<file path="src/rtl/pe_ctx_sequencer.sv">
// Per-PE context sequencer: loads a context program over valid/ready, then replays it one word per cycle.
// Optional PE_CTX_LOOP_EN adds loop_cnt_i/iter_o for back-to-back repeated passes.
module pe_ctx_sequencer #(
    parameter int CTX_W = 16,
    parameter int DEPTH = 16,
    parameter int AW    = 4
) (
    input  logic               clk_i,
    input  logic               rst_i,
    input  logic               cfg_valid_i,
    output logic               cfg_ready_o,
    input  logic [CTX_W-1:0]   cfg_data_i,
    input  logic               cfg_last_i,
    input  logic               cfg_clr_i,
    input  logic               start_i,
    input  logic               stall_i,
`ifdef PE_CTX_LOOP_EN
    input  logic [7:0]         loop_cnt_i,
    output logic [7:0]         iter_o,
`endif
    output logic [3:0]         reg_file_inst_o,
    output logic [CTX_W-5:0]   ctx_rest_o,
    output logic               ctx_valid_o,
    output logic               busy_o,
    output logic               done_o,
    output logic               cfg_err_o
);

    typedef enum logic [1:0] {S_IDLE, S_ARMED, S_RUN, S_DONE} state_t;

    state_t             state_q;
    logic [AW-1:0]      wptr_q;
    logic [AW:0]        len_q;
    logic [AW-1:0]      pc_q;
    logic               last_q;
    logic [3:0]         rf_q;
    logic [CTX_W-5:0]   rest_q;
    logic               vld_q;
    logic               busy_q;
    logic               done_q;
    logic               err_q;
    logic               rdy_q;
    logic [CTX_W-1:0]   mem [DEPTH];

    logic               cfg_acc;
    logic [AW:0]        len_m1;
    logic               pc_end;
    logic               last_d;
    logic [AW-1:0]      pc_d;
    logic [CTX_W-1:0]   word;
`ifdef PE_CTX_LOOP_EN
    logic [7:0]         iter_q;
    logic [7:0]         loop_q;
    logic [7:0]         iter_d;
`endif

    assign cfg_acc = cfg_valid_i && rdy_q && (state_q == S_IDLE);
    assign len_m1  = len_q - (AW+1)'(1);
    assign pc_end  = (pc_q == len_m1[AW-1:0]);
    assign word    = mem[pc_q];

    // Any issue at pc 0 while already issuing is a wrap into a new pass.
    always_comb begin
`ifdef PE_CTX_LOOP_EN
        iter_d = iter_q + ((vld_q && pc_q == '0) ? 8'd1 : 8'd0);
        last_d = pc_end && (iter_d == loop_q);
        pc_d   = pc_end ? '0 : pc_q + AW'(1);
`else
        last_d = pc_end;
        pc_d   = pc_end ? pc_q : pc_q + AW'(1);
`endif
    end

    always_ff @(posedge clk_i) begin
        if (cfg_acc)
            mem[wptr_q] <= cfg_data_i;
    end

    always_ff @(posedge clk_i) begin
        if (rst_i) begin
            state_q <= S_IDLE;
            wptr_q  <= '0;
            len_q   <= '0;
            pc_q    <= '0;
            last_q  <= 1'b0;
            rf_q    <= '0;
            rest_q  <= '0;
            vld_q   <= 1'b0;
            busy_q  <= 1'b0;
            done_q  <= 1'b0;
            err_q   <= 1'b0;
            rdy_q   <= 1'b0;
`ifdef PE_CTX_LOOP_EN
            iter_q  <= '0;
            loop_q  <= '0;
`endif
        end else begin
            case (state_q)
                S_IDLE: begin
                    rdy_q <= 1'b1;
                    if (cfg_acc) begin
                        wptr_q <= wptr_q + AW'(1);
                        if (cfg_last_i || wptr_q == AW'(DEPTH-1)) begin
                            len_q   <= {1'b0, wptr_q} + (AW+1)'(1);
                            err_q   <= !cfg_last_i;
                            rdy_q   <= 1'b0;
                            state_q <= S_ARMED;
                        end
                    end
                end
                S_ARMED: begin
                    if (cfg_clr_i) begin
                        wptr_q  <= '0;
                        len_q   <= '0;
                        err_q   <= 1'b0;
                        rdy_q   <= 1'b1;
                        state_q <= S_IDLE;
                    end else if (start_i) begin
                        pc_q    <= '0;
                        last_q  <= 1'b0;
                        busy_q  <= 1'b1;
                        state_q <= S_RUN;
`ifdef PE_CTX_LOOP_EN
                        iter_q  <= '0;
                        loop_q  <= loop_cnt_i;
`endif
                    end
                end
                S_RUN: begin
                    if (stall_i) begin
                        // Hold pc and the issued word; downstream sees a repeat.
                    end else if (vld_q && last_q) begin
                        rf_q    <= '0;
                        rest_q  <= '0;
                        vld_q   <= 1'b0;
                        busy_q  <= 1'b0;
                        done_q  <= 1'b1;
                        state_q <= S_DONE;
                    end else begin
                        rf_q   <= word[CTX_W-1 -: 4];
                        rest_q <= word[CTX_W-5:0];
                        vld_q  <= 1'b1;
                        last_q <= last_d;
                        pc_q   <= pc_d;
`ifdef PE_CTX_LOOP_EN
                        iter_q <= iter_d;
`endif
                    end
                end
                S_DONE: begin
                    done_q  <= 1'b0;
                    state_q <= S_ARMED;
                end
                default: state_q <= S_IDLE;
            endcase
        end
    end

    assign cfg_ready_o     = rdy_q;
    assign reg_file_inst_o = rf_q;
    assign ctx_rest_o      = rest_q;
    assign ctx_valid_o     = vld_q;
    assign busy_o          = busy_q;
    assign done_o          = done_q;
    assign cfg_err_o       = err_q;
`ifdef PE_CTX_LOOP_EN
    assign iter_o          = iter_q;
`endif

endmodule

</file>
<file path="config.mk">
export PLATFORM = sky130hd
export DESIGN_NAME = pe_ctx_sequencer
export DESIGN_NICKNAME = d
export VERILOG_FILES = /design/src/rtl/pe_ctx_sequencer.sv
export SDC_FILE = /design/constraint.sdc
export NUM_CORES = 1
export LEC_CHECK = 0
export ABC_CLOCK_PERIOD_IN_PS = 3420
export CAP_MARGIN = 20
export CELL_PAD_IN_SITES_DETAIL_PLACEMENT = 1
export CELL_PAD_IN_SITES_GLOBAL_PLACEMENT = 1
export CORE_MARGIN = 2
export CORE_UTILIZATION = 30
export CTS_BUF_LIST = sky130_fd_sc_hd__clkbuf_8
export DETAILED_ROUTE_END_ITERATION = 16
export GPL_TIMING_DRIVEN = 0
export PLACE_DENSITY = 0.53
export SLEW_MARGIN = 20
export SYNTH_ARGS = -nofsm -noshare
export SYNTH_HDL_FRONTEND = slang
export SYNTH_SLANG_ARGS = --single-unit
</file>
<file path="constraint.sdc">
create_clock -name clk_i -period 3.42 [get_ports clk_i]
set_clock_uncertainty 0.2 [all_clocks]
set_input_delay 1.026 -clock clk_i [delete_from_list [all_inputs] [get_ports clk_i]]
set_output_delay 1.026 -clock clk_i [all_outputs]
set_load 0.005 [all_outputs]
</file>
==> impl_metrics.json <==
{
  "run_status": "completed",
  "cp_slowest_cell": "sky130_fd_sc_hd__nor2_1",
  "clkTransAtPathRegs_ns": 0.06,
  "timing.final.setup_violations": 0,
  "synth_cell_type_count": 51,
  "layout.cells.most_common_list": "256 x sky130_fd_sc_hd__edfxtp_1, 56 x sky130_fd_sc_hd__clkbuf_8, 43 x sky130_fd_sc_hd__mux2i_1, 42 x sky130_fd_sc_hd__clkdlybuf4s50_1, 40 x sky130_fd_sc_hd__dfxtp_1",
  "crit-reg2reg-launch": "state_q[0]",
  "post_synth_edffs": 256,
  "post_cts_resize_count": 0,
  "cts_buffer_count": 50,
  "io_pins": 44,
  "cp.required_ns": 3.75,
  "first_global_vias": 6752,
  "maximum_number_of_pins_on_one_net_before_global_route_repair": 17,
  "crit_family": "buffers and inverters",
  "finalWorstPathRequiredPeriod_ns": 2.93,
  "finalCritPeriodShare_pct": 85.6,
  "clock_tree.root_cell": "sky130_fd_sc_hd__clkbuf_8",
  "clock_tree.buffer_depth": 3,
  "place.detailed.instances": 1169,
  "maximum_vdd_drop_mv": 0.198,
  "post_synth_inst_count": 596,
  "finish.cell_count_without_fillers": 1258,
  "power-per-cell-area_nw_per_um2": 525,
  "clock_insertion_delay_worst_skew_ns": 0.58,
  "fp.dieW_um": 202,
  "synth.yosys.seq_area_share_pct": 72.1,
  "floorplan.die.height_um": 202,
  "vias_per_cell": 4.81,
  "flow.area_growth_from_synthesis_pct": 19.0,
  "power.leakage_nw": 4.57,
  "critPathLaunchType": "input pin",
  "syn_nets": 630,
  "worst-r2r-cell-count": 7,
  "hold_path.startpoint": "ctx_rest_o[9]",
  "grt_first_pass_wirelength_um": 42400,
  "place_congestion": 0.804,
  "max_cap_viol_count": 0,
  "clock_sink_count": 296,
  "setup_repair_after_global_routing_missed_its_margin": "no",
  "initial_core_util_pct": 30.4,
  "whs_ns": 0.256,
  "maxSlewViolCount": 0,
  "global_route.usage.total_pct": 14.0,
  "syn_area_um2": 11800,
  "ys_dominant_reg_cell": "sky130_fd_sc_hd__edfxtp_1",
  "n_antenna_cell": 0,
  "hold_end": "ctx_rest_o[9]",
  "layout_commonest_cell": "sky130_fd_sc_hd__edfxtp_1",
  "worstPathArrival_ns": 3.26,
  "r2r_setup_slack_ns": 0.61,
  "cts_hold_buffers": 0,
  "post_cts_buffers": 0,
  "cp-end-kind": "flip-flop",
  "buffer_ports.inserted": 42,
  "grt_antenna_before_repair": 0,
  "dpl.hpwl_um": 18200,
  "dr.first_iter.drc_count": 197,
  "critPathLaunch": "stall_i",
  "overflow": 0,
  "tightestPinTransition_ns": 0.911,
  "hold_path.class": "reg -> reg",
  "detail_route.wirelength_um": 28000,
  "drt-pass1-iter-count": 4,
  "worstPathCellList": "clkdlybuf4s50_1 -> and2b_1 -> buf_2 -> nor2_1 -> clkbuf_1 -> a21o_1",
  "endpoint_of_the_most_critical_register_to_register_path": "ctx_rest_o[6]",
  "min_delay_path_depth": 1,
  "placeableCoreArea_um2": 38600,
  "final_nets": 737,
  "htree_levels": 2,
  "num_rows": 72,
  "post_route_cells_drive_above_1_share_pct": 21.6,
  "criticalPathCategory": "in -> reg",
  "final.fill_count": 3780,
  "dieArea_um2": 40800,
  "max_clk_rate_mhz": 342,
  "route.antenna.remaining_nets": 0,
  "total_number_of_yosys_warnings": 0,
  "report.power.total_w": 0.00736,
  "timing.max_slew.rel_slack_pct": 39.1,
  "routed_vias": 6052,
  "final_hold_viol_count": 0,
  "avgSynthCellArea_um2": 19.7,
  "stdcell_area_um2": 14000,
  "critical-path-max-stage-delay_ns": 0.70,
  "drt-wirelength-per-cell_um": 22.2,
  "critical_path.max_fanout": 10,
  "final_routed_drc_violation_total": 0,
  "cp.buffers_inverters": 3,
  "tritoncts": "yes",
  "synth_async_sr_flop_share_pct": 0,
  "placedInstanceArea_um2": 13100,
  "synth_seq_cells": 296
}
## per-stage QoR
stage               setup TNS [ns]  util (%)  worst slack (ns)
floorplan                        0         -             0.340
global placement           -201.47      33.2             -1.46
detailed placement           -1.69      33.8           -0.0988
CTS                              0      36.2             0.526
global route                     0      36.2             0.400
finish                           0      36.2             0.493
## sequential cells by signal, indices dropped and copies added, names as in the netlist, 2 cells and up, named ones only
register,count
reg_file_inst_o,4
wptr_q,4
ctx_rest_o,12
pc_q,4
len_q,4
state_q,2
mem,256
## metal layers
| layer | track usage, % | routed length, um | vias up |
|---|---|---|---|
| met4 | 4.57 | 782 | 0 |
| met2 | 23.7 | 13600 | 124 |
| met1 | 18.3 | 12500 | 3185 |
| met5 | 0 | 0 | - |
| li1 | - | - | 2683 |
| met3 | 2.55 | 1050 | 60 |
## cells in the mapped netlist (2+ instances only)
library cell | n | area share (%)
sky130_fd_sc_hd__mux4_1 | 29 | 6.5
sky130_fd_sc_hd__mux4_2 | 35 | 6.7
sky130_fd_sc_hd__o21a_1 | 3 | 0.19
sky130_fd_sc_hd__nor3_1 | 4 | 0.17
sky130_fd_sc_hd__edfxtp_1 | 256 | 65
sky130_fd_sc_hd__a31oi_1 | 5 | 0.27
sky130_fd_sc_hd__inv_1 | 10 | 0.32
sky130_fd_sc_hd__a32o_1 | 2 | 0.17
sky130_fd_sc_hd__xor2_1 | 3 | 0.22
sky130_fd_sc_hd__nor2b_1 | 3 | 0.16
sky130_fd_sc_hd__o21ai_0 | 5 | 0.21
sky130_fd_sc_hd__clkbuf_1 | 6 | 0.19
sky130_fd_sc_hd__nor2_1 | 28 | 0.89
sky130_fd_sc_hd__ha_1 | 11 | 1.2
sky130_fd_sc_hd__dfxtp_1 | 40 | 6.8
sky130_fd_sc_hd__a21o_1 | 17 | 1.1
sky130_fd_sc_hd__o22ai_1 | 16 | 0.85
sky130_fd_sc_hd__or3_1 | 3 | 0.16
sky130_fd_sc_hd__nand3_1 | 4 | 0.17
sky130_fd_sc_hd__and3_1 | 2 | 0.11
sky130_fd_sc_hd__buf_2 | 14 | 0.60
sky130_fd_sc_hd__nand2_1 | 11 | 0.35
sky130_fd_sc_hd__buf_6 | 7 | 0.67
sky130_fd_sc_hd__nand3b_1 | 2 | 0.13
sky130_fd_sc_hd__a21oi_1 | 7 | 0.30
sky130_fd_sc_hd__nand2b_1 | 2 | 0.11
sky130_fd_sc_hd__mux2i_1 | 43 | 3.7
sky130_fd_sc_hd__xnor2_1 | 4 | 0.30
sky130_fd_sc_hd__o31ai_1 | 2 | 0.13
## cells by family after synthesis
kind of cell,share of synthesized area (%)
compound gates,4.06
xor+xnor,0.734
fa+ha+maj,1.17
buf+inv,1.81
flops,72.1
mux,16.9
simple gates,3.17
## where the power goes
part	total, W	internal (W)	switching [W]	leakage, nW
Sequential	0.00400	0.00398	0.0000235	2.63
Clock	0.00299	0.00158	0.00141	0.563
Combinational	0.000364	0.000136	0.000228	1.38
Total	0.00736	0.00569	0.00166	4.57
## how the worst max path moves through the flow
stage / slack (ns) / depth (start not counted) / end
3_3_place_gp: -1.46 / 4 / mem[0][5]
2_1_floorplan: 0.34 / 3 / mem[3][0]
3_5_place_dp: -0.1 / 6 / mem[1][8]
6_report: 0.49 / 6 / ctx_rest_o[6]
4_1_cts: 0.53 / 6 / mem[1][9]
5_1_grt: 0.40 / 6 / mem[1][9]
## area by class of cell
class / instances / area, um2 / share of cell area (%)
Sequential cell: 296 / 8490 / 60.6
Multi-Input combinational cell: 262 / 3150 / 22.5
Clock buffer: 56 / 771 / 5.51
Tap cell: 518 / 648 / 4.63
Timing Repair Buffer: 55 / 552 / 3.94
Clock inverter: 33 / 176 / 1.26
Buffer: 27 / 171 / 1.22
Inverter: 11 / 41.3 / 0.295
Power figures use the tool's default switching activity.
